File: config.mk
export PLATFORM = sky130hd
export DESIGN_NAME = pifo_pop_ctrl
export DESIGN_NICKNAME = d
export VERILOG_FILES = /design/src/rtl/pifo_pop_ctrl.sv
export SDC_FILE = /design/constraint.sdc
export NUM_CORES = 1
export LEC_CHECK = 0
export CORE_MARGIN = 5
export CORE_UTILIZATION = 36
export CTS_BUF_LIST = sky130_fd_sc_hd__clkbuf_16
export DETAILED_ROUTE_END_ITERATION = 10
export SLEW_MARGIN = 10
export SYNTH_ARGS = -nofsm -noshare
export SYNTH_HDL_FRONTEND = slang
export SYNTH_SLANG_ARGS = --single-unit
File: constraint.sdc
create_clock -name clk -period 5 [get_ports clk]
set_input_delay 0.5 -clock clk [delete_from_list [all_inputs] [get_ports clk]]
set_output_delay 0.5 -clock clk [all_outputs]
set_load 0.005 [all_outputs]
File: src/rtl/pifo_pop_ctrl.sv
// Dequeue-side controller for a priority PIFO: issues credit-limited pops, captures the
// one-cycle-delayed priority_out into a small circular buffer and streams it out valid/ready.
module pifo_pop_ctrl #(
    parameter int DATA_W    = 4,
    parameter int BUF_DEPTH = 4,
    parameter int CNT_W     = 16
) (
    input  logic              clk,
    input  logic              reset,
    input  logic              enable,
    input  logic              pifo_empty,
    input  logic              pifo_push,
    input  logic [DATA_W-1:0] pifo_data,
    output logic              pifo_pop,
    output logic              m_valid,
    output logic [DATA_W-1:0] m_data,
    input  logic              m_ready,
    output logic              busy,
    output logic [CNT_W-1:0]  pop_cnt
);

    localparam int PTR_W = $clog2(BUF_DEPTH);

    typedef enum logic [1:0] {
        ST_STOPPED,
        ST_RUNNING,
        ST_DRAINING
    } state_t;

    state_t              r_state;
    state_t              w_state_nxt;
    logic                r_busy;
    logic                r_inflight;
    logic [PTR_W:0]      r_occ;
    logic [PTR_W-1:0]    r_rd_ptr;
    logic [PTR_W-1:0]    r_wr_ptr;
    logic [DATA_W-1:0]   r_mem [BUF_DEPTH];
    logic [CNT_W-1:0]    r_pop_cnt;

    logic [PTR_W+1:0]    w_outstanding;
    logic                w_credit;
    logic                w_rd;
    logic                w_wr;

    // Entries already landed plus the one still on the PIFO output; a same-cycle read is not credited.
    assign w_outstanding = (PTR_W+2)'(r_occ) + (PTR_W+2)'(r_inflight);
    assign w_credit      = w_outstanding < (PTR_W+2)'(BUF_DEPTH);

    assign pifo_pop = (r_state == ST_RUNNING) & enable & ~pifo_empty & ~pifo_push & w_credit;
    assign m_valid  = (r_occ != '0);
    assign m_data   = m_valid ? r_mem[r_rd_ptr] : '0;
    assign w_rd     = m_valid & m_ready;
    assign w_wr     = r_inflight;
    assign busy     = r_busy;
    assign pop_cnt  = r_pop_cnt;

    // NOTE: every signal driven here gets a default before the case so no latch is inferred.
    always_comb begin
        w_state_nxt = r_state;
        unique case (r_state)
            ST_STOPPED:  if (enable) w_state_nxt = ST_RUNNING;
            ST_RUNNING:  if (!enable) w_state_nxt = ST_DRAINING;
            ST_DRAINING: begin
                if (enable)
                    w_state_nxt = ST_RUNNING;
                else if (!r_inflight && (r_occ == '0))
                    w_state_nxt = ST_STOPPED;
            end
            default:     w_state_nxt = ST_STOPPED;
        endcase
    end

    // NOTE: sequential state uses non-blocking assignments so all registers update from pre-edge values.
    always_ff @(posedge clk) begin
        if (reset) begin
            r_state    <= ST_STOPPED;
            r_busy     <= 1'b0;
            r_inflight <= 1'b0;
            r_occ      <= '0;
            r_rd_ptr   <= '0;
            r_wr_ptr   <= '0;
            r_pop_cnt  <= '0;
        end else begin
            r_state    <= w_state_nxt;
            r_busy     <= (w_state_nxt != ST_STOPPED);
            r_inflight <= pifo_pop;
            if (pifo_pop)
                r_pop_cnt <= r_pop_cnt + CNT_W'(1);
            if (w_wr)
                r_wr_ptr <= r_wr_ptr + PTR_W'(1);
            if (w_rd)
                r_rd_ptr <= r_rd_ptr + PTR_W'(1);
            unique case ({w_wr, w_rd})
                2'b10:   r_occ <= r_occ + (PTR_W+1)'(1);
                2'b01:   r_occ <= r_occ - (PTR_W+1)'(1);
                default: r_occ <= r_occ;
            endcase
        end
    end

    // NOTE: the storage array has no reset; m_data is masked to zero whenever the buffer is empty.
    always_ff @(posedge clk) begin
        if (!reset && w_wr)
            r_mem[r_wr_ptr] <= pifo_data;
    end

endmodule

* Word level (Yosys, flattened, before mapping)
Memories as Yosys holds them, arrays and structs flattened. A register that Yosys moved wholly into a read port is not among the register bits.
Cells that the tools add are included.
** Storage, ports and cells
- Memories :: 1
- Output and inout port bits :: 23
- Bits in writable memories :: 16
- Logic and storage cells :: 46
- Bits in latches :: 0
- Bits in registers :: 27
- ROM bits :: 0
** Cells by class
- Div/mod/pow operators :: 0
- Magnitude comparators :: 1
- Muxes and demuxes :: 11
- Reduce and logical (&&, ||, !) cells :: 9
- Bitwise gates (word level) :: 7
- Shifts and indexed selects :: 0
- Add/subtract/negate cells :: 6
- $mul :: 0
- Eq/ne operators :: 4
** Memory list
- r_mem :: depth 4, width 4, rd ports 1, clocked after memory_dff 1, write ports 1, RTL line 37 : logic [DATA_W-1:0] r_mem [BUF_DEPTH];
** Operators by type and width (number)
- $add A16 B1 Y16 const B :: 1
- $mux W2 :: 6
- $pmux W2 S3 :: 1
- $pmux W3 S2 :: 1
- $and A1 B1 Y1 :: 5
- $add A2 B1 Y2 const B :: 2
- $add A3 B1 Y4 :: 1
- $eq A2 B1 Y1 const B :: 2
- $eq A2 B2 Y1 const B :: 2
- $lt A4 B3 Y1 const B :: 1
- $mux W4 :: 1
- $reduce_bool A2 Y1 :: 2
- $add A3 B1 Y3 const B :: 1
- $logic_not A3 Y1 :: 1
- $reduce_bool A3 Y1 :: 1
- $sub A3 B1 Y3 const B :: 1
- $logic_and A1 B1 Y1 :: 2
- $logic_not A1 Y1 :: 2
- $logic_not A2 Y1 :: 1
- $mux W1 :: 2
- $not A1 Y1 :: 2

* Longest topological paths before layout
Gate-level depths: netlist of run 1.
- Depth in word-level cells :: 6
- Gate-level depth with buffers :: 9
- Gate-level depth less buffers :: 8

* Least setup slack after synthesis of run 1
Ideal clock, no wire load.
- Path type :: flip-flop to flip-flop
- From :: reg r_occ[0]
- To :: reg r_occ[2]
- Data required time :: 4.930 ns
- Slack :: 2.797 ns
- Data arrival time :: 2.133 ns
- Path buffers :: 1
- Library setup time :: 0.070 ns
- Stages on the path, launching flop included :: 10
- Cells stage by stage :: dfxtp_1 -> or3_2 -> clkbuf_1 -> and2_1 -> ha_1 -> inv_1 -> fa_1 -> xor2_1 -> or3_2 -> a21oi_1
** On the way
- Longest elaborated chain between the ends :: 4
- Elaborated cells on any way between the ends :: 8
** Ends and longest elaborated chain
- start: declaration :: RTL line 34 : logic [PTR_W:0] r_occ;
- start signal: assignment :: RTL line 94 : 2'b10: r_occ <= r_occ + (PTR_W+1)'(1);
- start signal: assignment :: RTL line 95 : 2'b01: r_occ <= r_occ - (PTR_W+1)'(1);
- start signal: assignment :: RTL line 96 : default: r_occ <= r_occ;
- $reduce_bool A3 Y1 * :: RTL line 50 : assign m_valid = (r_occ != '0);
- net m_valid :: RTL line 15 : output logic m_valid,
- $and A1 B1 Y1 * :: RTL line 52 : assign w_rd = m_valid & m_ready;
- $eq A2 B1 Y1 or $eq A2 B2 Y1 (tied branches) :: RTL line 93 : unique case ({w_wr, w_rd})
- $pmux W3 S2 or $reduce_bool A2 Y1 (tied branches)
The timed path passes the listed nets; every way through them passes the cells marked *.
A chain may end at the register's enable or synchronous reset.

* Final worst setup path of run 1
- From :: in pifo_empty
- To :: out pifo_pop
** On the way
- Longest elaborated chain between the ends :: 4
** Ends and longest elaborated chain
- start: declaration :: RTL line 11 : input logic pifo_empty,
- $not A1 Y1 :: RTL line 49 : assign pifo_pop = (r_state == ST_RUNNING) & enable & ~pifo_empty & ~pifo_push & w_credit;
- $and A1 B1 Y1 (3 in series) :: RTL line 49
- end: declaration :: RTL line 14 : output logic pifo_pop,
Every way passes these cells.

==> results of run 1 <==
## logic make-up after synthesis
logic type	synth area share
buf+inv	0.0389
simple gates	0.196
mux	0.0561
flops	0.540
xor+xnor	0.0357
fa+ha+maj	0.0484
compound gates	0.0847
## report_power, final
group | switching [mW] | total [mW] | internal, mW
combinational | 0.0123 | 0.0282 | 0.0159
sequential | 0.00224 | 0.383 | 0.381
clock | 0.126 | 0.358 | 0.232
total | 0.140 | 0.769 | 0.629
## placed cells by master, fill, tap and decap left out, types with 4 or more instances in the layout
| cell | n |
|---|---|
| sky130_fd_sc_hd__a21oi_1 | 15 |
| sky130_fd_sc_hd__and2_1 | 10 |
| sky130_fd_sc_hd__clkbuf_16 | 5 |
| sky130_fd_sc_hd__clkdlybuf4s50_1 | 32 |
| sky130_fd_sc_hd__dfxtp_1 | 29 |
| sky130_fd_sc_hd__edfxtp_1 | 16 |
| sky130_fd_sc_hd__ha_1 | 6 |
| sky130_fd_sc_hd__inv_1 | 12 |
| sky130_fd_sc_hd__mux4_2 | 4 |
| sky130_fd_sc_hd__nand2_1 | 4 |
| sky130_fd_sc_hd__nand3_1 | 6 |
| sky130_fd_sc_hd__nand4_1 | 4 |
| sky130_fd_sc_hd__nor2_1 | 15 |
| sky130_fd_sc_hd__o21ai_0 | 6 |
| sky130_fd_sc_hd__o31ai_1 | 6 |
| sky130_fd_sc_hd__or3_2 | 5 |
| sky130_fd_sc_hd__or4_1 | 6 |
| sky130_fd_sc_hd__xor2_1 | 5 |
## metal layers
layer / vias to the layer above / share of wire / GRT usage / wire, um
li1: 701 / - / - / -
met2: 32 / 0.51 / 0.174 / 1780
met4: 0 / 0.010 / 0.0526 / 36
met3: 4 / 0.053 / 0.0306 / 187
met5: - / 0 / 0 / 0
met1: 662 / 0.43 / 0.126 / 1510
## state kept, by name, indices dropped and copies added (netlist names), named ones only
register and cells:
pop_cnt 16, r_mem 16, r_occ 3, r_rd_ptr 2, r_state 2, r_wr_ptr 2, busy 1, r_inflight 1
## area by class of cell
| cell class | instances | area [um^2] | share of cell area |
|---|---|---|---|
| clock buffer | 5 | 125 | 0.0499 |
| timing repair buffer | 33 | 328 | 0.131 |
| tap | 70 | 87.6 | 0.0349 |
| sequential | 45 | 1060 | 0.423 |
| clock inverter | 3 | 37.5 | 0.0150 |
| multi-input combinational | 113 | 827 | 0.330 |
| inverter | 11 | 41.3 | 0.0165 |
## worst paths after layout
check                         from               endpoint  cells past startpoint
max                     pifo_empty               pifo_pop                      5
min          r_state[1]$_SDFF_PP0_  r_state[0]$_SDFF_PP0_                      1
max reg2reg  r_occ[0]$_SDFFE_PP0P_  r_occ[2]$_SDFFE_PP0P_                      8
min reg2reg  r_state[1]$_SDFF_PP0_  r_state[0]$_SDFF_PP0_                      1
==> flow_summary.json, run 1 <==
{
  "grt_util_all_layers": 0.106,
  "layout-drive-gt1-share": 0.100,
  "wl_cell_um": 12.5,
  "yosysSeqAreaShare": 0.540,
  "whs_ns": 0.468,
  "fin_tns_setup_ns": 0,
  "worst_pin_slew_ns": 0.512,
  "synth_cell_types": 36,
  "yosys.cell_count.top_type": "sky130_fd_sc_hd__dfxtp_1",
  "worstSkewPairLatency_ns": 0.28,
  "detailed_place.area_um2": 2340,
  "critPathBufInv": 3,
  "finalPower_mw": 0.769,
  "cpPeakStageDelay_ns": 0.50,
  "pin_count": 33,
  "drc": 0,
  "cell_area_synth_um2": 1960,
  "antenna_found_initial": 0,
  "cts_inserted_buffers": 5,
  "cell_count_post_placement": 272,
  "placer_congestion": 0.718,
  "cp-end-kind": "primary output",
  "slew-limit-headroom": 0.657,
  "vias": 1399,
  "max_cap_viol_count": 0,
  "dp_slack_ns": 2.35,
  "hold_class": "flip-flop to flip-flop",
  "setup_viol": 0,
  "post_synthesis_cell_type_with_the_largest_combined_area": "sky130_fd_sc_hd__dfxtp_1",
  "yosys_warnings": 0,
  "nNetsFinal": 226,
  "setup_skew_ns": 0.00344,
  "root_buffer": "sky130_fd_sc_hd__clkbuf_16",
  "post_synth_most_frequent_cells": "sky130_fd_sc_hd__dfxtp_1, sky130_fd_sc_hd__edfxtp_1, sky130_fd_sc_hd__a21oi_1, sky130_fd_sc_hd__nor2_1, sky130_fd_sc_hd__inv_1",
  "async_flop_share": 0,
  "cpLargestDelayFamily": "buffers and inverters",
  "ctsResizeCount": 0,
  "vias_per_cell": 5.00,
  "synth-edff-count": 16,
  "outcome": "complete, no violations",
  "core.rowCount": 26,
  "yosys_most_used_dff": "sky130_fd_sc_hd__dfxtp_1",
  "cts_num_sinks": 45,
  "cts_tree": "yes",
  "report.final.slew_viol_count": 0,
  "net_count_after_synthesis": 193,
  "worst-endpoint-required_ns": 4.50,
  "fin_util": 0.482,
  "synthesis.instances": 176,
  "die-height_um": 83.9,
  "core_area_um2": 5200,
  "crit_type": "input port to primary output",
  "antenna_fix_cells": 0,
  "worst_setup_path_start_kind": "input port",
  "first_global_vias": 1286,
  "fillers": 491,
  "worst_ir_drop_vdd_mv": 0.144,
  "global_route_wire_length_before_repair_um": 5900,
  "maximum_number_of_pins_on_one_net_before_global_route_repair": 29,
  "routed_wl_um": 3510,
  "path_cells": "clkdlybuf4s50_1 -> nor4b_4 -> nand3_1 -> inv_1 -> clkdlybuf4s50_1",
  "worst-path-max-fanout": 4,
  "port_buffers": 32,
  "leakagePower_nw": 0.836,
  "final.min_clock_period_ns": 2.62,
  "starting_utilization_of_the_core_area": 0.377,
  "post_route_fraction_of_the_period_consumed_by_the_critical_path": 0.524,
  "reg2reg_setup_slack_ns": 2.72,
  "final.setup.worst_slack_ns": 2.38,
  "synth_top_cells_by_area": "sky130_fd_sc_hd__dfxtp_1, sky130_fd_sc_hd__edfxtp_1, sky130_fd_sc_hd__mux4_2, sky130_fd_sc_hd__a21oi_1, sky130_fd_sc_hd__ha_1",
  "hold_violations": 0,
  "cts_setup_buffers": 0,
  "die_w_um": 83.9,
  "area_growth_syn_to_fin_pct": 27.6,
  "cts_buffer_depth": 2,
  "cp_slowest_cell": "sky130_fd_sc_hd__clkdlybuf4s50_1",
  "cts-hold-fix-buffers": 0,
  "ant_nets": 0,
  "die-area_um2": 7030,
  "syn_area_per_cell_um2": 11.2,
  "netlist.area_leader.share": 0.296,
  "worstPathArrival_ns": 2.12,
  "initialDrtViolationCount": 52,
  "cellPowerDensity_nw_per_um2": 307,
  "fmax_mhz": 381,
  "cts.htree.levels": 2,
  "clk_pin_slew_ns": 0.06,
  "dp.final_hpwl_um": 2520,
  "rsz_0062_raised_after_global_routing": "false",
  "globalRouteOverflowTotal": 0,
  "synth_seq_cells": 45,
  "stdcell_count": 280,
  "drt-pass1-iter-count": 4,
  "finalInstanceArea_um2": 2510,
  "critical-path-top-cell-by-count": "sky130_fd_sc_hd__clkdlybuf4s50_1"
}
Note: power is estimated with default switching activity, not from simulation.
==> run 2, diff against run 1 <==
==> constraint.sdc (replaced) <==
create_clock -name clk -period 2.5 [get_ports clk]
set_input_delay 0.25 -clock clk [delete_from_list [all_inputs] [get_ports clk]]
set_output_delay 0.25 -clock clk [all_outputs]
set_load 0.005 [all_outputs]
==> run 2 against run 1 <==
Sequential cell count unchanged. Routed wire length increased by 7.4%. Sequential power grew 100%. Largest power group unchanged.
==> flow_summary.json, run 2 (same netlist as run 1, synthesis figures left out) <==
{
  "ant_nets": 0,
  "detailed_place.area_um2": 2360,
  "root_buffer": "sky130_fd_sc_hd__clkbuf_16",
  "power_report.internal_total_mw": 1.16,
  "worst-path-max-fanout": 7,
  "post_route_fraction_of_the_period_consumed_by_the_critical_path": 0.922,
  "critical_register_to_register_path_startpoint": "r_occ[0]$_SDFFE_PP0P_",
  "hold-path-cell-count": 1,
  "p_switching_mw": 0.290,
  "grt_util_all_layers": 0.112,
  "worst_setup_path_start_kind": "flip-flop",
  "clk_pin_slew_ns": 0.06,
  "maximum_number_of_pins_on_one_net_before_global_route_repair": 18,
  "initialDrtViolationCount": 79,
  "routed_wl_um": 3770,
  "die-area_um2": 7030,
  "area_of_the_multi_input_gates_um2": 827,
  "cell_count_post_placement": 274,
  "starting_utilization_of_the_core_area": 0.377,
  "cts.htree.levels": 2,
  "antenna_found_initial": 0,
  "worst_ir_drop_vdd_mv": 0.299,
  "vias": 1401,
  "setup_viol": 0,
  "setup_skew_ns": 0.00234,
  "cts_num_sinks": 45,
  "worst_pin_slew_ns": 0.318,
  "cts_setup_buffers": 0,
  "worst_r2r_endpoint": "r_occ[2]$_SDFFE_PP0P_",
  "worst-endpoint-required_ns": 2.71,
  "final.min_clock_period_ns": 2.31,
  "pwr-share-comb": 0.041,
  "pin_count": 33,
  "drt-pass1-iter-count": 4,
  "worst-r2r-cell-count": 8,
  "reg2reg_setup_slack_ns": 0.19,
  "cp-end-kind": "flip-flop",
  "fin_tns_setup_ns": 0,
  "finalInstanceArea_um2": 2500,
  "cts_buffer_depth": 2,
  "dp.final_hpwl_um": 2690,
  "wl_cell_um": 13.4,
  "area_growth_syn_to_fin_pct": 27.1,
  "hold_violations": 0,
  "ctsResizeCount": 0,
  "crit_type": "flip-flop to flip-flop",
  "finalPower_mw": 1.45,
  "outcome": "complete, no violations",
  "core.rowCount": 26,
  "report.final.slew_viol_count": 0,
  "layout_commonest_cell": "sky130_fd_sc_hd__clkdlybuf4s50_1",
  "core_area_um2": 5200,
  "max_cap_viol_count": 0,
  "power.clock.fraction": 0.429,
  "placer_congestion": 0.725,
  "stdcell_count": 282,
  "cts_tree": "yes",
  "port_buffers": 32,
  "nNetsFinal": 228,
  "first_global_vias": 1308,
  "vias_per_cell": 4.97,
  "leakagePower_nw": 0.831,
  "hold_class": "flip-flop to flip-flop",
  "rsz_0062_raised_after_global_routing": "false",
  "cts_inserted_buffers": 5,
  "die-height_um": 83.9,
  "fillers": 486,
  "power.share.switching": 0.201,
  "cellPowerDensity_nw_per_um2": 579,
  "worstPathArrival_ns": 2.52,
  "layout-drive-gt1-share": 0.108,
  "worstSkewPairLatency_ns": 0.28,
  "globalRouteOverflowTotal": 0,
  "die_w_um": 83.9,
  "fmax_mhz": 434,
  "antenna_fix_cells": 0,
  "final_cell_mix": "sky130_fd_sc_hd__clkdlybuf4s50_1, sky130_fd_sc_hd__dfxtp_1, sky130_fd_sc_hd__edfxtp_1",
  "min_delay_endpoint": "r_state[0]$_SDFF_PP0_",
  "power_frac_seq": 0.530,
  "sequential_cell_area_um2": 1060,
  "slew-limit-headroom": 0.787,
  "drc": 0,
  "cts-hold-fix-buffers": 0,
  "holdCritStartpoint": "r_state[1]$_SDFF_PP0_",
  "global_route_wire_length_before_repair_um": 6330
}
[run 2: cell types whose count changed in the layout (fill, tap and decap cells not counted)]
cell	change
sky130_fd_sc_hd__clkinv_2	+1
sky130_fd_sc_hd__buf_4	+2
sky130_fd_sc_hd__bufinv_16	-1
sky130_fd_sc_hd__clkinv_1	+1
sky130_fd_sc_hd__inv_1	-1
[run 2: through the flow]
| step | hold WS [ns] | setup WS (ns) | utilization |
|---|---|---|---|
| 2_1_floorplan | 0.338 | 0.297 | - |
| 3_3_place_gp | 0.452 | 0.221 | 0.453 |
| 3_5_place_dp | 0.456 | 0.164 | 0.453 |
| 4_1_cts | 0.465 | 0.185 | 0.480 |
| 5_1_grt | 0.497 | 0.0938 | 0.480 |
| 6_report | 0.460 | 0.195 | 0.480 |
[run 2: worst max-delay path by stage]
stage / start / to / slack (ns)
2_1_floorplan: r_occ[0]$_SDFFE_PP0P_ / r_occ[2]$_SDFFE_PP0P_ / 0.30
3_3_place_gp: m_ready / r_occ[2]$_SDFFE_PP0P_ / 0.22
3_5_place_dp: m_ready / r_occ[2]$_SDFFE_PP0P_ / 0.16
4_1_cts: r_occ[0]$_SDFFE_PP0P_ / r_occ[2]$_SDFFE_PP0P_ / 0.19
5_1_grt: r_occ[0]$_SDFFE_PP0P_ / r_occ[2]$_SDFFE_PP0P_ / 0.09
6_report: r_occ[0]$_SDFFE_PP0P_ / r_occ[2]$_SDFFE_PP0P_ / 0.19
[run 2: cell type report]
cell class | instances | share of cell area
clock inverters | 3 | 0.00501
flip-flops and latches | 45 | 0.425
multi-input cells | 113 | 0.331
repair buffers | 35 | 0.137
well taps | 70 | 0.0351
clock buffers | 5 | 0.0501
inverters | 11 | 0.0165
[run 2: worst max-delay path, cell delays in order, from the launching register on]
cell and delay [ns]:
sky130_fd_sc_hd__dfxtp_1 0.34, sky130_fd_sc_hd__or3_2 0.57, sky130_fd_sc_hd__and2_1 0.22, sky130_fd_sc_hd__ha_1 0.22, sky130_fd_sc_hd__inv_1 0.08, sky130_fd_sc_hd__fa_1 0.18, sky130_fd_sc_hd__xor2_1 0.07, sky130_fd_sc_hd__or3_2 0.40
sky130_fd_sc_hd__a21oi_1 0.14
[run 2: metal layers]
layer / GRT usage / vias to the layer above / part of all wire
met2: 0.179 / 20 / 0.49
met3: 0.0276 / 5 / 0.029
met4: 0.0439 / 0 / 0.012
li1: - / 709 / -
met1: 0.144 / 667 / 0.47
met5: 0 / - / 0
[run 2: power groups by stage]
stage | clock network (mW) | logic [mW] | registers (mW)
2_1_floorplan | 0 | 0.0258 | 0.782
3_3_place_gp | 0 | 0.0594 | 0.783
3_5_place_dp | 0 | 0.0594 | 0.783
4_1_cts | 0.631 | 0.0600 | 0.767
5_1_grt | 0.663 | 0.0651 | 0.767
6_report | 0.621 | 0.0588 | 0.767
